--- config.mk ---
export PLATFORM = sky130hd
export DESIGN_NAME = mem_copy_master
export DESIGN_NICKNAME = d
export VERILOG_FILES = /design/src/rtl/mem_copy_pkg.sv /design/src/rtl/mem_copy_master.sv
export SDC_FILE = /design/constraint.sdc
export NUM_CORES = 1
export LEC_CHECK = 0
export CAP_MARGIN = 40
export CORE_UTILIZATION = 56
export DETAILED_ROUTE_END_ITERATION = 10
export HOLD_SLACK_MARGIN = 0.1
export PLACE_DENSITY = 0.93
export RECOVER_POWER = 50
export SLEW_MARGIN = 40
export SYNTH_ARGS = -nofsm -noshare
export SYNTH_HDL_FRONTEND = slang
export SYNTH_SLANG_ARGS = --single-unit
export TNS_END_PERCENT = 10
--- constraint.sdc ---
create_clock -name clk -period 8.21 [get_ports clk]
set_input_delay 0.821 -clock clk [delete_from_list [all_inputs] [get_ports clk]]
set_output_delay 0.821 -clock clk [all_outputs]
set_load 0.1 [all_outputs]
--- src/rtl/mem_copy_pkg.sv ---
// Shared definitions for the memory-side blocks: default bus widths and the
// copy-engine state encoding.
package mem_copy_pkg;

  localparam int DEF_ADDR_W = 32'd8;
  localparam int DEF_DATA_W = 32'd8;

  typedef enum logic [1:0] {
    ST_IDLE   = 2'd0,
    ST_READ   = 2'd1,
    ST_WRITE  = 2'd2,
    ST_FINISH = 2'd3
  } mc_state_t;

endpackage

--- src/rtl/mem_copy_master.sv ---
// Byte-wise forward memory copy engine: one read cycle then one write cycle per
// byte, with abort and a one-cycle done pulse.
module mem_copy_master
  import mem_copy_pkg::*;
#(
  parameter int ADDR_W = DEF_ADDR_W,
  parameter int DATA_W = DEF_DATA_W
) (
  input  logic              clk,
  input  logic              rst_n,
  input  logic              start,
  input  logic              abort,
  input  logic [ADDR_W-1:0] src_addr,
  input  logic [ADDR_W-1:0] dst_addr,
  input  logic [ADDR_W-1:0] length,
  output logic              busy,
  output logic              done,
  output logic [ADDR_W-1:0] bytes_done,
  output logic [ADDR_W-1:0] mem_address,
  output logic [DATA_W-1:0] mem_write_data,
  output logic              mem_write,
  output logic              mem_read,
  input  logic [DATA_W-1:0] mem_read_data
);

  mc_state_t         state_r, state_s;
  logic [ADDR_W-1:0] src_r, src_s;
  logic [ADDR_W-1:0] dst_r, dst_s;
  logic [ADDR_W-1:0] len_r, len_s;
  logic [ADDR_W-1:0] index_r, index_s;
  logic [ADDR_W-1:0] bytes_r, bytes_s;
  logic [DATA_W-1:0] data_r, data_s;
  logic [ADDR_W-1:0] index_inc_s;

  logic              busy_r, busy_s;
  logic              done_r, done_s;
  logic [ADDR_W-1:0] addr_r, addr_s;
  logic [DATA_W-1:0] wdata_r, wdata_s;
  logic              write_r, write_s;
  logic              read_r, read_s;

  assign index_inc_s = index_r + ADDR_W'(1'b1);

  // Next-state and datapath update logic.
  always_comb begin
    state_s = state_r;
    src_s   = src_r;
    dst_s   = dst_r;
    len_s   = len_r;
    index_s = index_r;
    bytes_s = bytes_r;
    data_s  = data_r;
    case (state_r)
      ST_IDLE: begin
        if (start) begin
          src_s   = src_addr;
          dst_s   = dst_addr;
          len_s   = length;
          index_s = {ADDR_W{1'b0}};
          bytes_s = {ADDR_W{1'b0}};
          if (length != {ADDR_W{1'b0}}) begin
            state_s = ST_READ;
          end else begin
            state_s = ST_FINISH;
          end
        end else begin
          state_s = ST_IDLE;
        end
      end
      ST_READ: begin
        data_s = mem_read_data;
        if (abort) begin
          state_s = ST_FINISH;
        end else begin
          state_s = ST_WRITE;
        end
      end
      ST_WRITE: begin
        index_s = index_inc_s;
        bytes_s = bytes_r + ADDR_W'(1'b1);
        if (abort || (index_inc_s == len_r)) begin
          state_s = ST_FINISH;
        end else begin
          state_s = ST_READ;
        end
      end
      ST_FINISH: begin
        state_s = ST_IDLE;
      end
      default: begin
        state_s = ST_IDLE;
      end
    endcase
  end

  // Outputs are decoded from the upcoming state so they can be registered
  // without adding a cycle of latency.
  always_comb begin
    busy_s  = (state_s != ST_IDLE);
    done_s  = (state_s == ST_FINISH);
    addr_s  = {ADDR_W{1'b0}};
    wdata_s = {DATA_W{1'b0}};
    write_s = 1'b0;
    read_s  = 1'b0;
    case (state_s)
      ST_READ: begin
        addr_s = ADDR_W'(src_s + index_s);
        read_s = 1'b1;
      end
      ST_WRITE: begin
        addr_s  = ADDR_W'(dst_s + index_s);
        wdata_s = data_s;
        write_s = 1'b1;
      end
      default: begin
        addr_s = {ADDR_W{1'b0}};
      end
    endcase
  end

  // State, datapath and output registers.
  always_ff @(posedge clk or negedge rst_n) begin
    if (!rst_n) begin
      state_r <= ST_IDLE;
      src_r   <= {ADDR_W{1'b0}};
      dst_r   <= {ADDR_W{1'b0}};
      len_r   <= {ADDR_W{1'b0}};
      index_r <= {ADDR_W{1'b0}};
      bytes_r <= {ADDR_W{1'b0}};
      data_r  <= {DATA_W{1'b0}};
      busy_r  <= 1'b0;
      done_r  <= 1'b0;
      addr_r  <= {ADDR_W{1'b0}};
      wdata_r <= {DATA_W{1'b0}};
      write_r <= 1'b0;
      read_r  <= 1'b0;
    end else begin
      state_r <= state_s;
      src_r   <= src_s;
      dst_r   <= dst_s;
      len_r   <= len_s;
      index_r <= index_s;
      bytes_r <= bytes_s;
      data_r  <= data_s;
      busy_r  <= busy_s;
      done_r  <= done_s;
      addr_r  <= addr_s;
      wdata_r <= wdata_s;
      write_r <= write_s;
      read_r  <= read_s;
    end
  end

  assign busy           = busy_r;
  assign done           = done_r;
  assign bytes_done     = bytes_r;
  assign mem_address    = addr_r;
  assign mem_write_data = wdata_r;
  assign mem_write      = write_r;
  assign mem_read       = read_r;

endmodule

== Yosys cells after proc, flatten, opt, wreduce, memory -nomap -nowiden ==
Cells that the tools add are included.
Storage, ports and cells
  flip-flop bits (word level): 70
  input bits: 36
  output and inout bits: 28
  logic and storage cells: 50
Cells by class
  $add $sub $neg: 4
  equal/unequal tests: 8
  mux-type cells: 18
  reduce and logical (&&, ||, !) cells: 7
Operators with widths (count)
  $mux 8: 8
  $pmux 8 s2: 3
  $add 8x1->8 const B: 2
  $add 8x8->8: 2
  $eq 2x2->1 const B: 4
  $eq 8x8->1: 1
  $pmux 2 s4: 1
  $reduce_bool 8->1: 1
  $mux 2: 3
  $eq 2x1->1 const B: 2
  $reduce_and 2->1: 2
  $reduce_bool 2->1: 2
  $mux 1: 3
  $logic_not 2->1: 1
  $ne 2x2->1 const B: 1
  $logic_or 1x1->1: 1

== Logic depth before layout (Yosys ltp) ==
Gate-level depths: netlist (run 1).
  word-level depth: 7
  gate-level depth with buffers: 16
  mapped depth without buffers: 14

== Worst setup path before layout (run 1) ==
No wires, ideal clock.
  kind: reg2reg
  from: reg index_r[0]
  to: reg addr_r[6], in the netlist mem_address[6]
  setup time: 0.079 ns
  data arrival time: 3.843 ns
  required time: 8.131 ns
  slack: 4.287 ns
  stages on the path, launching flop included: 17
  buffers on the path: 2
  period minus slack after synthesis: 3.923 ns
  cell sequence: dfrtp_1 ha_1 clkbuf_1 xnor2_1 o211ai_1 a2111oi_2 a41o_1 ha_1 buf_1 mux2_2 ha_1 fa_1 a21o_1 a21oi_1 o21bai_1 a21oi_1 mux2i_1
Between the ends
  cells in the longest elaborated chain, start to end: 7
  elaborated cells between the ends (all ways): 12
  those cells by class: add/sub: 3; eq/ne: 3; mux: 5; reduce/logical: 1
RTL lines
  start: declaration: RTL line mem_copy_master.sv:30  | logic [ADDR_W-1:0] index_r, index_s;
  start signal: assignment: RTL line mem_copy_master.sv:128  | index_r <= {ADDR_W{1'b0}};
  start signal: assignment: RTL line mem_copy_master.sv:142  | index_r <= index_s;
  $add 8x1->8 *: RTL line mem_copy_master.sv:42  | assign index_inc_s = index_r + ADDR_W'(1'b1);
  $eq 8x8->1 *: RTL line mem_copy_master.sv:81  | if (abort || (index_inc_s == len_r)) begin
  $logic_or 1x1->1 *: RTL line mem_copy_master.sv:81
  $mux 2 *: RTL line mem_copy_master.sv:81
  $pmux 2 s4 *: RTL line mem_copy_master.sv:53  | case (state_r)
  net state_s[1]: RTL line mem_copy_master.sv:26  | mc_state_t state_r, state_s;
  $eq 2x2->1 or $eq 2x1->1 (tied branches): RTL line mem_copy_master.sv:105  | case (state_s)
  $pmux 8 s2 *: RTL line mem_copy_master.sv:105
  net addr_s[6]: RTL line mem_copy_master.sv:37  | logic [ADDR_W-1:0] addr_r, addr_s;
  end signal: assignment: RTL line mem_copy_master.sv:133  | addr_r <= {ADDR_W{1'b0}};
  end signal: assignment: RTL line mem_copy_master.sv:147  | addr_r <= addr_s;
  end: declaration: RTL line mem_copy_master.sv:37
Mark *: on every way through the listed nets, which the timed path passes. The rest lies on a longest branch.
A chain may end at the register's enable or synchronous reset.

== Final worst setup path (run 1) ==
Ends and elaborated chain as after synthesis.

==> metrics.txt, run 1 <==
# TYPE chip_impl_metric gauge
chip_impl_metric{name="cts-root-to-sink-buffers",unit=""} 2
chip_impl_info{name="most_frequent_cells_in_the_layout",value="82 x sky130_fd_sc_hd__nand2_1, 70 x sky130_fd_sc_hd__dfrtp_1, 33 x sky130_fd_sc_hd__clkdlybuf4s50_1, 29 x sky130_fd_sc_hd__buf_2, 22 x sky130_fd_sc_hd__o21ai_0"} 1
chip_impl_metric{name="cts_setup_buffers",unit=""} 0
chip_impl_info{name="outcome",value="complete, but fails checks"} 1
chip_impl_metric{name="yosysTopAreaCellShare",unit=""} 0.532
chip_impl_info{name="yosys_most_used_dff",value="sky130_fd_sc_hd__dfrtp_1"} 1
chip_impl_metric{name="total_leakage_power",unit="nW"} 2.02
chip_impl_metric{name="drt_pass_1_iters",unit=""} 5
chip_impl_metric{name="filler_cell_count",unit=""} 392
chip_impl_metric{name="floorplan.die.width",unit="um"} 78.7
chip_impl_metric{name="area_of_combinational_cells_with_multiple_inputs",unit="sq mm"} 0.00146
chip_impl_metric{name="synth_sequential_area_ratio",unit=""} 0.532
chip_impl_metric{name="total_switching_power",unit="W"} 0.000866
chip_impl_metric{name="synth_enable_flop_cells",unit=""} 0
chip_impl_metric{name="finalWeightedCongestion",unit=""} 0.849
chip_impl_metric{name="power-per-cell-area",unit="mW/mm^2"} 452
chip_impl_metric{name="crit_required",unit="ns"} 8.48
chip_impl_metric{name="ir_worst_vdd",unit="mV"} 0.281
chip_impl_metric{name="postSynthRegisterBits",unit=""} 70
chip_impl_info{name="timing.critical_path.cells",value="ha_1 > xnor2_1 > o211ai_1 > a2111oi_2 > a41o_1 > ha_1 > mux2_2 > ha_1 > fa_1 > a21o_1 > a21oi_1 > o21bai_1 > a21oi_1 > mux2i_1"} 1
chip_impl_metric{name="avgRoutedWirePerCell",unit="um"} 16.7
chip_impl_info{name="cts_tree",value="built"} 1
chip_impl_metric{name="drt.antenna.violating_nets",unit=""} 0
chip_impl_info{name="critPathCaptureType",value="flop"} 1
chip_impl_info{name="startpoint_type",value="flop"} 1
chip_impl_info{name="root_buffer",value="sky130_fd_sc_hd__clkbuf_8"} 1
chip_impl_metric{name="start_util",unit=""} 0.591
chip_impl_metric{name="intPower",unit="W"} 0.000973
chip_impl_metric{name="globalRouteTotalUtil",unit=""} 0.276
chip_impl_metric{name="grt_start_max_net_pins",unit=""} 71
chip_impl_metric{name="period_utilisation_layout",unit=""} 0.539
chip_impl_metric{name="total_power",unit="W"} 0.00184
chip_impl_metric{name="synth.cell_area",unit="sq mm"} 0.00329
chip_impl_metric{name="power.share.combinational",unit=""} 0.514
chip_impl_metric{name="postRouteWirelength",unit="um"} 7630
chip_impl_metric{name="worst_slew_margin_rel",unit=""} -1.36
chip_impl_metric{name="io_pins",unit=""} 64
chip_impl_metric{name="die_y",unit="um"} 78.7
chip_impl_metric{name="postSynthAreaPerCell",unit="sq um"} 10.3
chip_impl_metric{name="drv_cap",unit=""} 1
chip_impl_metric{name="n_antenna_cell",unit=""} 0
chip_impl_metric{name="synth_nets",unit=""} 369
chip_impl_metric{name="slew_viol_final",unit=""} 71
chip_impl_metric{name="drc",unit=""} 0
chip_impl_metric{name="critPathMaxFanout",unit=""} 17
chip_impl_info{name="unrepaired_setup_endpoints_after_global_routing",value="no"} 1
chip_impl_metric{name="dp_hpwl",unit="um"} 5000
chip_impl_info{name="yosysTopAreaCell",value="sky130_fd_sc_hd__dfrtp_1"} 1
chip_impl_info{name="path_class",value="flop to flop"} 1
chip_impl_metric{name="grt_first_pass_wirelength",unit="um"} 12700
chip_impl_metric{name="clock_power_share",unit=""} 0.186
chip_impl_metric{name="cts.htree.levels",unit=""} 3
chip_impl_metric{name="antenna_found_initial",unit=""} 0
chip_impl_metric{name="placeableCoreArea",unit="sq mm"} 0.00557
chip_impl_metric{name="insertion_delay",unit="ns"} 0.35
chip_impl_info{name="synthTopCellsByArea",value="sky130_fd_sc_hd__dfrtp_1 53%, sky130_fd_sc_hd__nand2_1 9.4%, sky130_fd_sc_hd__mux2_2 6.5%"} 1
chip_impl_metric{name="design.die.area",unit="sq mm"} 0.00619
chip_impl_metric{name="setup_tns",unit="ns"} 0
chip_impl_info{name="min_path_type",value="flop to flop"} 1
chip_impl_metric{name="swShare",unit=""} 0.471
chip_impl_metric{name="drive_gt1_frac",unit=""} 0.161
chip_impl_metric{name="num-nets-final",unit=""} 431
chip_impl_metric{name="first_global_vias",unit=""} 2653
chip_impl_metric{name="placement.io_buffers",unit=""} 63
chip_impl_metric{name="fin_crit",unit="ns"} 4.43
chip_impl_metric{name="cts.sink_count",unit=""} 70
chip_impl_info{name="cp_top_family",value="adder cells"} 1
chip_impl_metric{name="post_synth_inst_count",unit=""} 319
chip_impl_metric{name="max_stage_delay",unit="ns"} 0.54
chip_impl_metric{name="ff_latch_area",unit="sq mm"} 0.00175
chip_impl_metric{name="num_rows",unit=""} 27
chip_impl_metric{name="post_synth_num_cell_types",unit=""} 39
chip_impl_info{name="violated_checks",value="capacitance limit, slew limit"} 1
chip_impl_metric{name="cts_inserted_buffers",unit=""} 9
chip_impl_metric{name="setup-violations-final",unit=""} 0
chip_impl_metric{name="routed_via_density",unit=""} 5.66
chip_impl_metric{name="clkTransAtPathRegs",unit="ns"} 0.07
chip_impl_metric{name="synthArstFlopShare",unit=""} 1.00
chip_impl_metric{name="grt_overflow_total",unit=""} 0
chip_impl_metric{name="yosysWarningCount",unit=""} 0
chip_impl_metric{name="cts.repair.resized",unit=""} 0
chip_impl_metric{name="sequentialPowerShare",unit=""} 0.300
chip_impl_metric{name="first_iter_violations",unit=""} 241
chip_impl_metric{name="tightestPinTransition",unit="ns"} 3.54
chip_impl_metric{name="layout-area-overhead-vs-synth",unit="%"} 23.5
chip_impl_metric{name="finalHoldViolCount",unit=""} 0
chip_impl_info{name="layout_commonest_cell",value="sky130_fd_sc_hd__nand2_1"} 1
chip_impl_metric{name="cp.arrival",unit="ns"} 4.70
chip_impl_info{name="critical_path.slowest_cell",value="sky130_fd_sc_hd__ha_1"} 1
chip_impl_metric{name="fmaxAchievable",unit="MHz"} 226
chip_impl_info{name="critical-path-top-cell-by-count",value="sky130_fd_sc_hd__ha_1"} 1
chip_impl_metric{name="postCtsHoldBufs",unit=""} 0
chip_impl_metric{name="fin_skew",unit="ns"} 0.0100
chip_impl_metric{name="num_vias",unit=""} 2594
chip_impl_metric{name="critical_path_buf_inv_count",unit=""} 0
logic make-up after synthesis:
| logic type | after synthesis | share of synthesized area |
|---|---|---|
| AND/OR/NAND/NOR | 134 | 0.187 |
| multiplexers | 22 | 0.0741 |
| AO/OA/AOI/OAI | 45 | 0.0859 |
| flip-flops | 70 | 0.532 |
| XOR/XNOR | 16 | 0.0426 |
| adder cells (fa/ha/maj) | 14 | 0.0555 |
| buffers and inverters | 18 | 0.0232 |
power groups by stage:
stage          Clock, W  Combinational (W)  Sequential (W)
3_3_place_gp          0           0.000941        0.000549
5_1_grt        0.000360            0.00102        0.000564
4_1_cts        0.000345           0.000948        0.000552
3_5_place_dp          0           0.000932        0.000553
2_1_floorplan         0           0.000456        0.000837
6_report       0.000342           0.000944        0.000553
state kept, by name, summed over array words and instances (netlist names):
register and count:
busy 1, bytes_done 8, data_r 8, done 1
dst_r 8, index_r 8, len_r 8, mem_address 8
mem_read 1, mem_write 1, mem_write_data 8, src_r 8
state_r 2
cells in the mapped netlist (all sizes together), types with 3 or more instances:
master / count
nand2: 82
nand3: 11
xor2: 7
clkbuf: 7
nor2: 10
ha: 13
mux2: 19
and2: 13
buf: 7
o21ai: 22
nor4: 3
xnor2: 9
nand2b: 3
mux2i: 3
nand4: 3
a31oi: 4
inv: 4
a21oi: 5
dfrtp: 70
metrics by stage:
step	setup WS, ns	std cells	hold slack, ns	area (sq um)	utilization
final	3.78	458	0.475	4070	0.729
after global routing	3.42	458	0.507	4070	0.729
after CTS	3.82	457	0.478	4060	0.729
after detailed placement	3.49	441	0.461	3810	0.684
after global placement	3.59	441	0.448	3950	0.709
after floorplan	4.29	319	0.436	3290	-
path summary, 6_finish.rpt:
kind | from | to | slack [ns] | cells after the start
max | index_r[0]$_DFF_PN0_ | mem_address[6]$_DFF_PN0_ | 3.78 | 14
min | src_r[5]$_DFF_PN0_ | src_r[5]$_DFF_PN0_ | 0.47 | 2
max reg2reg | index_r[0]$_DFF_PN0_ | mem_address[6]$_DFF_PN0_ | 3.78 | 14
min reg2reg | src_r[5]$_DFF_PN0_ | src_r[5]$_DFF_PN0_ | 0.47 | 2
max in group asynchronous | rst_n | len_r[1]$_DFFE_PN0P_ | 4.44 | 2
min in group asynchronous | rst_n | data_r[1]$_DFF_PN0_ | 1.76 | 2
worst min-delay path, stage by stage, from the launching register on:
cell,delay (ns)
sky130_fd_sc_hd__dfrtp_1,0.32
sky130_fd_sc_hd__nand2_1,0.04
sky130_fd_sc_hd__nand2_1,0.07
routing by layer:
metal,global-route usage,routed length [um]
met2,0.460,3910
met3,0.0453,422
met4,0.124,159
met5,0,0
met1,0.352,3150
layout make-up:
cell class	instances	area share
well taps	72	0.0222
clock buffers	11	0.0348
flip-flops and latches	70	0.431
inverters	4	0.00369
repair buffers	65	0.122
multi-input cells	231	0.360
clock inverters	5	0.0262
(Power assumes the default switching activity.)
==> inputs of run 2 (changes only) <==
--- a/config.mk
+++ b/config.mk
@@ -6,10 +6,10 @@
 export NUM_CORES = 1
 export LEC_CHECK = 0
 export CAP_MARGIN = 40
-export CORE_UTILIZATION = 56
+export CORE_UTILIZATION = 47
 export DETAILED_ROUTE_END_ITERATION = 10
 export HOLD_SLACK_MARGIN = 0.1
-export PLACE_DENSITY = 0.93
+export PLACE_DENSITY = 0.84
 export RECOVER_POWER = 50
 export SLEW_MARGIN = 40
 export SYNTH_ARGS = -nofsm -noshare
==> constraint.sdc (replaced) <==
create_clock -name clk -period 4 [get_ports clk]
set_input_delay 0.4 -clock clk [delete_from_list [all_inputs] [get_ports clk]]
set_output_delay 0.4 -clock clk [all_outputs]
set_load 0.1 [all_outputs]
==> run 2 against run 1 <==
Compared with the run above:
- the run still ends with capacitance limit, slew limit left
- clock power increased by 64%
- first-iteration DRC count is 49% lower
- largest cell class unchanged
- non-clock buffer count rose by 5
- largest power group unchanged
- wire length is 9.0% lower
==> metrics.txt, run 2 (same netlist as run 1, synthesis figures left out) <==
# TYPE chip_impl_metric gauge
chip_impl_metric{name="ir_worst_vdd",unit="mV"} 0.270
chip_impl_metric{name="drc",unit=""} 0
chip_impl_info{name="root_buffer",value="sky130_fd_sc_hd__clkbuf_8"} 1
chip_impl_metric{name="drt.antenna.violating_nets",unit=""} 0
chip_impl_metric{name="drv_cap",unit=""} 1
chip_impl_metric{name="setup_ws",unit="ns"} 0.231
chip_impl_metric{name="cts.htree.levels",unit=""} 3
chip_impl_metric{name="total_leakage_power",unit="nW"} 2.00
chip_impl_metric{name="globalRouteTotalUtil",unit=""} 0.207
chip_impl_metric{name="detailedPlace.worstSlack",unit="ns"} 0.0220
chip_impl_metric{name="io_pins",unit=""} 64
chip_impl_metric{name="fmaxAchievable",unit="MHz"} 265
chip_impl_metric{name="num-nets-final",unit=""} 436
chip_impl_info{name="critPathCaptureType",value="flop"} 1
chip_impl_info{name="unrepaired_setup_endpoints_after_global_routing",value="no"} 1
chip_impl_metric{name="avgRoutedWirePerCell",unit="um"} 14.3
chip_impl_metric{name="routed_via_density",unit=""} 5.16
chip_impl_metric{name="start_util",unit=""} 0.485
chip_impl_info{name="violated_checks",value="capacitance limit, slew limit"} 1
chip_impl_metric{name="cts_setup_buffers",unit=""} 0
chip_impl_metric{name="num_vias",unit=""} 2513
chip_impl_metric{name="drive_gt1_frac",unit=""} 0.179
chip_impl_metric{name="setup-violations-final",unit=""} 0
chip_impl_info{name="cts_tree",value="built"} 1
chip_impl_metric{name="crit_required",unit="ns"} 4.27
chip_impl_metric{name="floorplan.die.width",unit="um"} 85.7
chip_impl_metric{name="setup_tns",unit="ns"} 0
chip_impl_metric{name="design.die.area",unit="sq mm"} 0.00734
chip_impl_metric{name="n_antenna_cell",unit=""} 0
chip_impl_info{name="startpoint_type",value="flop"} 1
chip_impl_metric{name="placeableCoreArea",unit="sq mm"} 0.00679
chip_impl_metric{name="first_iter_violations",unit=""} 123
chip_impl_metric{name="critPathMaxFanout",unit=""} 8
chip_impl_metric{name="cp.arrival",unit="ns"} 4.03
chip_impl_metric{name="cts-root-to-sink-buffers",unit=""} 2
chip_impl_metric{name="fin_skew",unit="ns"} 0.0111
chip_impl_metric{name="rrSetupSlack",unit="ns"} 0.23
chip_impl_metric{name="postRouteWirelength",unit="um"} 6950
chip_impl_metric{name="worst_slew_margin_rel",unit=""} -0.623
chip_impl_metric{name="grt_start_max_net_pins",unit=""} 48
chip_impl_info{name="layout_commonest_cell",value="sky130_fd_sc_hd__nand2_1"} 1
chip_impl_metric{name="drt_pass_1_iters",unit=""} 4
chip_impl_metric{name="cts.sink_count",unit=""} 70
chip_impl_info{name="most_frequent_cells_in_the_layout",value="82 x sky130_fd_sc_hd__nand2_1, 69 x sky130_fd_sc_hd__dfrtp_1, 34 x sky130_fd_sc_hd__clkdlybuf4s50_1, 26 x sky130_fd_sc_hd__buf_2, 22 x sky130_fd_sc_hd__o21ai_0"} 1
chip_impl_metric{name="slew_viol_final",unit=""} 48
chip_impl_metric{name="period_utilisation_layout",unit=""} 0.942
chip_impl_metric{name="first_global_vias",unit=""} 2496
chip_impl_info{name="outcome",value="complete, but fails checks"} 1
chip_impl_metric{name="power-per-cell-area",unit="mW/mm^2"} 887
chip_impl_metric{name="filler_cell_count",unit=""} 542
chip_impl_metric{name="antenna_found_initial",unit=""} 0
chip_impl_metric{name="num_rows",unit=""} 30
chip_impl_metric{name="fin_crit",unit="ns"} 3.77
chip_impl_metric{name="placement.io_buffers",unit=""} 63
chip_impl_info{name="path_class",value="flop to flop"} 1
chip_impl_metric{name="tightestPinTransition",unit="ns"} 2.43
chip_impl_metric{name="grt_first_pass_wirelength",unit="um"} 11600
chip_impl_metric{name="clkTransAtPathRegs",unit="ns"} 0.08
chip_impl_metric{name="dp_hpwl",unit="um"} 5070
chip_impl_metric{name="die_y",unit="um"} 85.7
chip_impl_metric{name="grt_overflow_total",unit=""} 0
chip_impl_metric{name="layout-area-overhead-vs-synth",unit="%"} 24.3
chip_impl_metric{name="finalWeightedCongestion",unit=""} 0.895
chip_impl_metric{name="cts_inserted_buffers",unit=""} 9
chip_impl_metric{name="finalHoldViolCount",unit=""} 0
chip_impl_metric{name="insertion_delay",unit="ns"} 0.34
chip_impl_info{name="min_path_type",value="flop to flop"} 1
-- run 2: cell count changes in the layout (fill, tap and decap cells not counted), moves of 2 or more --
cell and change:
sky130_fd_sc_hd__buf_2 -3, sky130_fd_sc_hd__buf_4 +3, sky130_fd_sc_hd__mux2_1 -3, sky130_fd_sc_hd__mux2_2 +3, sky130_fd_sc_hd__bufinv_16 -2, sky130_fd_sc_hd__clkbuf_1 +2
sky130_fd_sc_hd__clkinv_2 +2
-- run 2: path summary, 6_finish.rpt --
check / from / endpoint / depth (start not counted)
worst min-delay path: data_r[7]$_DFF_PN0_ / data_r[7]$_DFF_PN0_ / 1
worst max register to register: index_r[0]$_DFF_PN0_ / mem_address[6]$_DFF_PN0_ / 14
min in group asynchronous: rst_n / data_r[1]$_DFF_PN0_ / 2
max in group asynchronous: rst_n / index_r[0]$_DFF_PN0_ / 3
worst min register to register: data_r[7]$_DFF_PN0_ / data_r[7]$_DFF_PN0_ / 1
worst max-delay path: index_r[0]$_DFF_PN0_ / mem_address[6]$_DFF_PN0_ / 14
-- run 2: stage by stage --
| stage | util | hold slack [ns] | cells | total power (W) | instance area (sq um) |
|---|---|---|---|---|---|
| 2_1_floorplan | - | 0.104 | 319 | 0.00265 | 3290 |
| 3_3_place_gp | 0.592 | 0.452 | 470 | 0.00310 | 4020 |
| 3_5_place_dp | 0.572 | 0.442 | 470 | 0.00307 | 3880 |
| 4_1_cts | 0.602 | 0.485 | 487 | 0.00364 | 4090 |
| 5_1_grt | 0.602 | 0.505 | 487 | 0.00388 | 4090 |
| 6_report | 0.602 | 0.481 | 487 | 0.00363 | 4090 |
-- run 2: critical path, stage by stage (launching register included) --
cell,delay (ns)
sky130_fd_sc_hd__dfrtp_2,0.46
sky130_fd_sc_hd__ha_2,0.31
sky130_fd_sc_hd__xnor2_1,0.18
sky130_fd_sc_hd__o211ai_1,0.13
sky130_fd_sc_hd__a2111oi_2,0.36
sky130_fd_sc_hd__a41o_1,0.28
sky130_fd_sc_hd__ha_1,0.19
sky130_fd_sc_hd__mux2_2,0.34
sky130_fd_sc_hd__ha_1,0.21
sky130_fd_sc_hd__fa_1,0.41
sky130_fd_sc_hd__a21o_1,0.20
sky130_fd_sc_hd__a21oi_2,0.18
sky130_fd_sc_hd__o21bai_1,0.08
sky130_fd_sc_hd__a21oi_1,0.18
sky130_fd_sc_hd__mux2i_1,0.19
-- run 2: final cells by class --
cell class | count | area [sq um] | share of cell area
Clock buffer | 9 | 124 | 0.0303
Clock inverter | 7 | 72.6 | 0.0177
Inverter | 4 | 15.0 | 0.00367
Multi-Input combinational cell | 231 | 1480 | 0.361
Sequential cell | 70 | 1750 | 0.428
Tap cell | 96 | 120 | 0.0293
Timing Repair Buffer | 70 | 531 | 0.130
-- run 2: power by group --
part | internal (W) | switching (W)
registers | 0.000983 | 0.000138
logic | 0.000607 | 0.00134
clock network | 0.000288 | 0.000271
-- run 2: routing by layer --
layer,global-route usage,routed length [um],part of all wire
met1,0.259,3040,0.44
met2,0.341,3380,0.49
met5,0,0,0
met3,0.0606,405,0.058
met4,0.0758,125,0.018
-- run 2: repair_timing --
item,CTS,global route
endpoints found under the setup margin,0,4
hold endpoints to repair,46,0
resized for setup,0,4
hold buffers,1,0
==> inputs of run 3 (changes only) <==
--- a/config.mk
+++ b/config.mk
@@ -8,6 +8,7 @@
 export CAP_MARGIN = 40
 export CORE_UTILIZATION = 47
 export DETAILED_ROUTE_END_ITERATION = 10
+export GPL_TIMING_DRIVEN = 0
 export HOLD_SLACK_MARGIN = 0.1
 export PLACE_DENSITY = 0.84
 export RECOVER_POWER = 50
==> run 3 against run 2 <==
Compared with the run above:
- the run still ends with capacitance limit, slew limit left
- non-clock buffer count is 9 higher
- combinational power is 3% higher
- wire length is 1.1% higher
- die area stayed put
- utilization is 1.0 points higher
- sequential power hardly changed
- critical path depth stayed put
- largest cell class unchanged
- highest routed layer unchanged
==> metrics.txt, run 3 (same netlist as run 1, synthesis figures left out) <==
# TYPE chip_impl_metric gauge
chip_impl_metric{name="ir_worst_vdd",unit="mV"} 0.284
chip_impl_metric{name="setup-violations-final",unit=""} 0
chip_impl_metric{name="drt_pass_1_iters",unit=""} 4
chip_impl_info{name="path_class",value="flop to flop"} 1
chip_impl_metric{name="filler_cell_count",unit=""} 538
chip_impl_metric{name="drt.antenna.violating_nets",unit=""} 0
chip_impl_info{name="cts_tree",value="built"} 1
chip_impl_metric{name="postRouteWirelength",unit="um"} 7020
chip_impl_metric{name="total_power",unit="W"} 0.00373
chip_impl_metric{name="slew_viol_final",unit=""} 33
chip_impl_metric{name="setup_tns",unit="ns"} 0
chip_impl_info{name="critPathCaptureType",value="flop"} 1
chip_impl_metric{name="globalRouteTotalUtil",unit=""} 0.214
chip_impl_info{name="layout_commonest_cell",value="sky130_fd_sc_hd__nand2_1"} 1
chip_impl_metric{name="period_utilisation_layout",unit=""} 0.949
chip_impl_metric{name="routed_via_density",unit=""} 5.26
chip_impl_metric{name="num_vias",unit=""} 2608
chip_impl_metric{name="finalNonFillerCells",unit=""} 496
chip_impl_info{name="outcome",value="complete, but fails checks"} 1
chip_impl_metric{name="placeableCoreArea",unit="sq mm"} 0.00679
chip_impl_metric{name="fmaxAchievable",unit="MHz"} 264
chip_impl_metric{name="grt_overflow_total",unit=""} 0
chip_impl_metric{name="floorplan.die.width",unit="um"} 85.7
chip_impl_metric{name="power-per-cell-area",unit="mW/mm^2"} 895
chip_impl_metric{name="drv_cap",unit=""} 1
chip_impl_metric{name="cp.arrival",unit="ns"} 4.07
chip_impl_metric{name="fin_skew",unit="ns"} 0.00961
chip_impl_metric{name="drive_gt1_frac",unit=""} 0.180
chip_impl_metric{name="io_pins",unit=""} 64
chip_impl_metric{name="finalHoldViolCount",unit=""} 0
chip_impl_info{name="min_path_type",value="flop to flop"} 1
chip_impl_metric{name="cts.sink_count",unit=""} 70
chip_impl_metric{name="placement.io_buffers",unit=""} 63
chip_impl_metric{name="design.die.area",unit="sq mm"} 0.00734
chip_impl_metric{name="critPathMaxFanout",unit=""} 8
chip_impl_metric{name="cts.htree.levels",unit=""} 3
chip_impl_metric{name="antenna_found_initial",unit=""} 0
chip_impl_metric{name="crit_required",unit="ns"} 4.27
chip_impl_metric{name="first_iter_violations",unit=""} 151
chip_impl_metric{name="avgRoutedWirePerCell",unit="um"} 14.1
chip_impl_metric{name="wl_met3",unit="um"} 448
chip_impl_metric{name="grt_first_pass_wirelength",unit="um"} 12000
chip_impl_metric{name="cts-root-to-sink-buffers",unit=""} 2
chip_impl_metric{name="met1_length",unit="um"} 3020
chip_impl_metric{name="clkTransAtPathRegs",unit="ns"} 0.07
chip_impl_metric{name="n_antenna_cell",unit=""} 0
chip_impl_metric{name="insertion_delay",unit="ns"} 0.35
chip_impl_metric{name="dr_wl_met2",unit="um"} 3350
chip_impl_metric{name="die_y",unit="um"} 85.7
chip_impl_metric{name="dp_hpwl",unit="um"} 5100
chip_impl_metric{name="placedCellCount",unit=""} 479
chip_impl_metric{name="cts_inserted_buffers",unit=""} 9
chip_impl_metric{name="num-nets-final",unit=""} 445
chip_impl_metric{name="drc",unit=""} 0
chip_impl_metric{name="grt_start_max_net_pins",unit=""} 40
chip_impl_info{name="startpoint_type",value="flop"} 1
chip_impl_metric{name="start_util",unit=""} 0.485
chip_impl_metric{name="fin_crit",unit="ns"} 3.79
chip_impl_metric{name="layout-area-overhead-vs-synth",unit="%"} 26.5
chip_impl_info{name="critical_path.slowest_cell",value="sky130_fd_sc_hd__dfrtp_2"} 1
chip_impl_metric{name="total_leakage_power",unit="nW"} 2.04
chip_impl_info{name="topmost_layer_with_routed_signal_wires",value="met4"} 1
chip_impl_metric{name="tightestPinTransition",unit="ns"} 1.62
chip_impl_metric{name="finalCoreUtilization",unit=""} 0.613
chip_impl_info{name="most_frequent_cells_in_the_layout",value="82 x sky130_fd_sc_hd__nand2_1, 69 x sky130_fd_sc_hd__dfrtp_1, 33 x sky130_fd_sc_hd__clkdlybuf4s50_1, 31 x sky130_fd_sc_hd__buf_2, 22 x sky130_fd_sc_hd__o21ai_0"} 1
chip_impl_metric{name="finalWeightedCongestion",unit=""} 0.926
chip_impl_metric{name="num_rows",unit=""} 30
chip_impl_metric{name="first_global_vias",unit=""} 2585
chip_impl_info{name="violated_checks",value="capacitance limit, slew limit"} 1
chip_impl_metric{name="worst_slew_margin_rel",unit=""} -0.0813
chip_impl_metric{name="max_stage_delay",unit="ns"} 0.47
chip_impl_info{name="timing.critical_path.cells",value="ha_2 > xnor2_2 > o211ai_1 > a2111oi_4 > a41o_1 > ha_4 > mux2_2 > ha_1 > fa_1 > a21o_1 > a21oi_2 > o21bai_1 > a21oi_1 > mux2i_1"} 1
chip_impl_info{name="root_buffer",value="sky130_fd_sc_hd__clkbuf_8"} 1
==> run 3: final timing paths <==
path / cells after the start / to / slack (ns) / start
setup / recovery: 14 / mem_address[6]$_DFF_PN0_ / 0.21 / index_r[0]$_DFF_PN0_
hold / removal: 2 / dst_r[3]$_DFF_PN0_ / 0.47 / dst_r[3]$_DFF_PN0_
setup reg to reg: 14 / mem_address[6]$_DFF_PN0_ / 0.21 / index_r[0]$_DFF_PN0_
hold reg to reg: 2 / dst_r[3]$_DFF_PN0_ / 0.47 / dst_r[3]$_DFF_PN0_
max in group asynchronous: 3 / index_r[0]$_DFF_PN0_ / 1.26 / rst_n
min in group asynchronous: 2 / mem_write_data[5]$_DFF_PN0_ / 0.99 / rst_n
==> run 3: metal layers <==
layer | vias up | GRT usage
li1 | 1230 | -
met3 | 13 | 0.0520
met5 | - | 0
met1 | 1266 | 0.263
met4 | 0 | 0.111
met2 | 99 | 0.352
==> run 3: where the power goes <==
group | internal, W | total (W) | switching (W)
logic | 0.000635 | 0.00200 | 0.00137
registers | 0.000984 | 0.00110 | 0.000117
clock network | 0.000369 | 0.000625 | 0.000256
total | 0.00199 | 0.00373 | 0.00174
==> run 3: final cells by class <==
type / instances / area, sq um / share of cell area
buffer: 12 / 53.8 / 0.0129
clock buffer: 13 / 149 / 0.0358
clock inverter: 3 / 67.6 / 0.0162
inverter: 4 / 15.0 / 0.00361
multi-input combinational: 231 / 1490 / 0.358
sequential: 70 / 1750 / 0.421
tap: 96 / 120 / 0.0288
timing repair buffer: 67 / 514 / 0.123
==> run 3: metrics by stage <==
stage	worst slack, ns	hold WS (ns)	cell area [sq um]
finish	0.206	0.472	4160
global placement	-0.456	0.449	4040
CTS	0.0314	0.473	4160
floorplan	0.0774	0.104	3290
detailed placement	-0.565	0.362	3920
global route	-0.0293	0.489	4160
==> run 3: worst max-delay path: cells and delay by family, from the launching register on <==
kind,cells,cell delay [ns]
AOI/OAI and AO/OA,7,1.35
xor gates and xnor gates,1,0.22
adders and majority gates,4,1.10
DFF,1,0.47
muxes,2,0.57
==> run 3: repair_timing <==
action,CTS,global route
hold buffers,1,0
buffers inserted,0,2
endpoints found under the hold margin,31,0
gates resized for setup,6,2
setup endpoints to repair,6,3
pin swaps,0,3
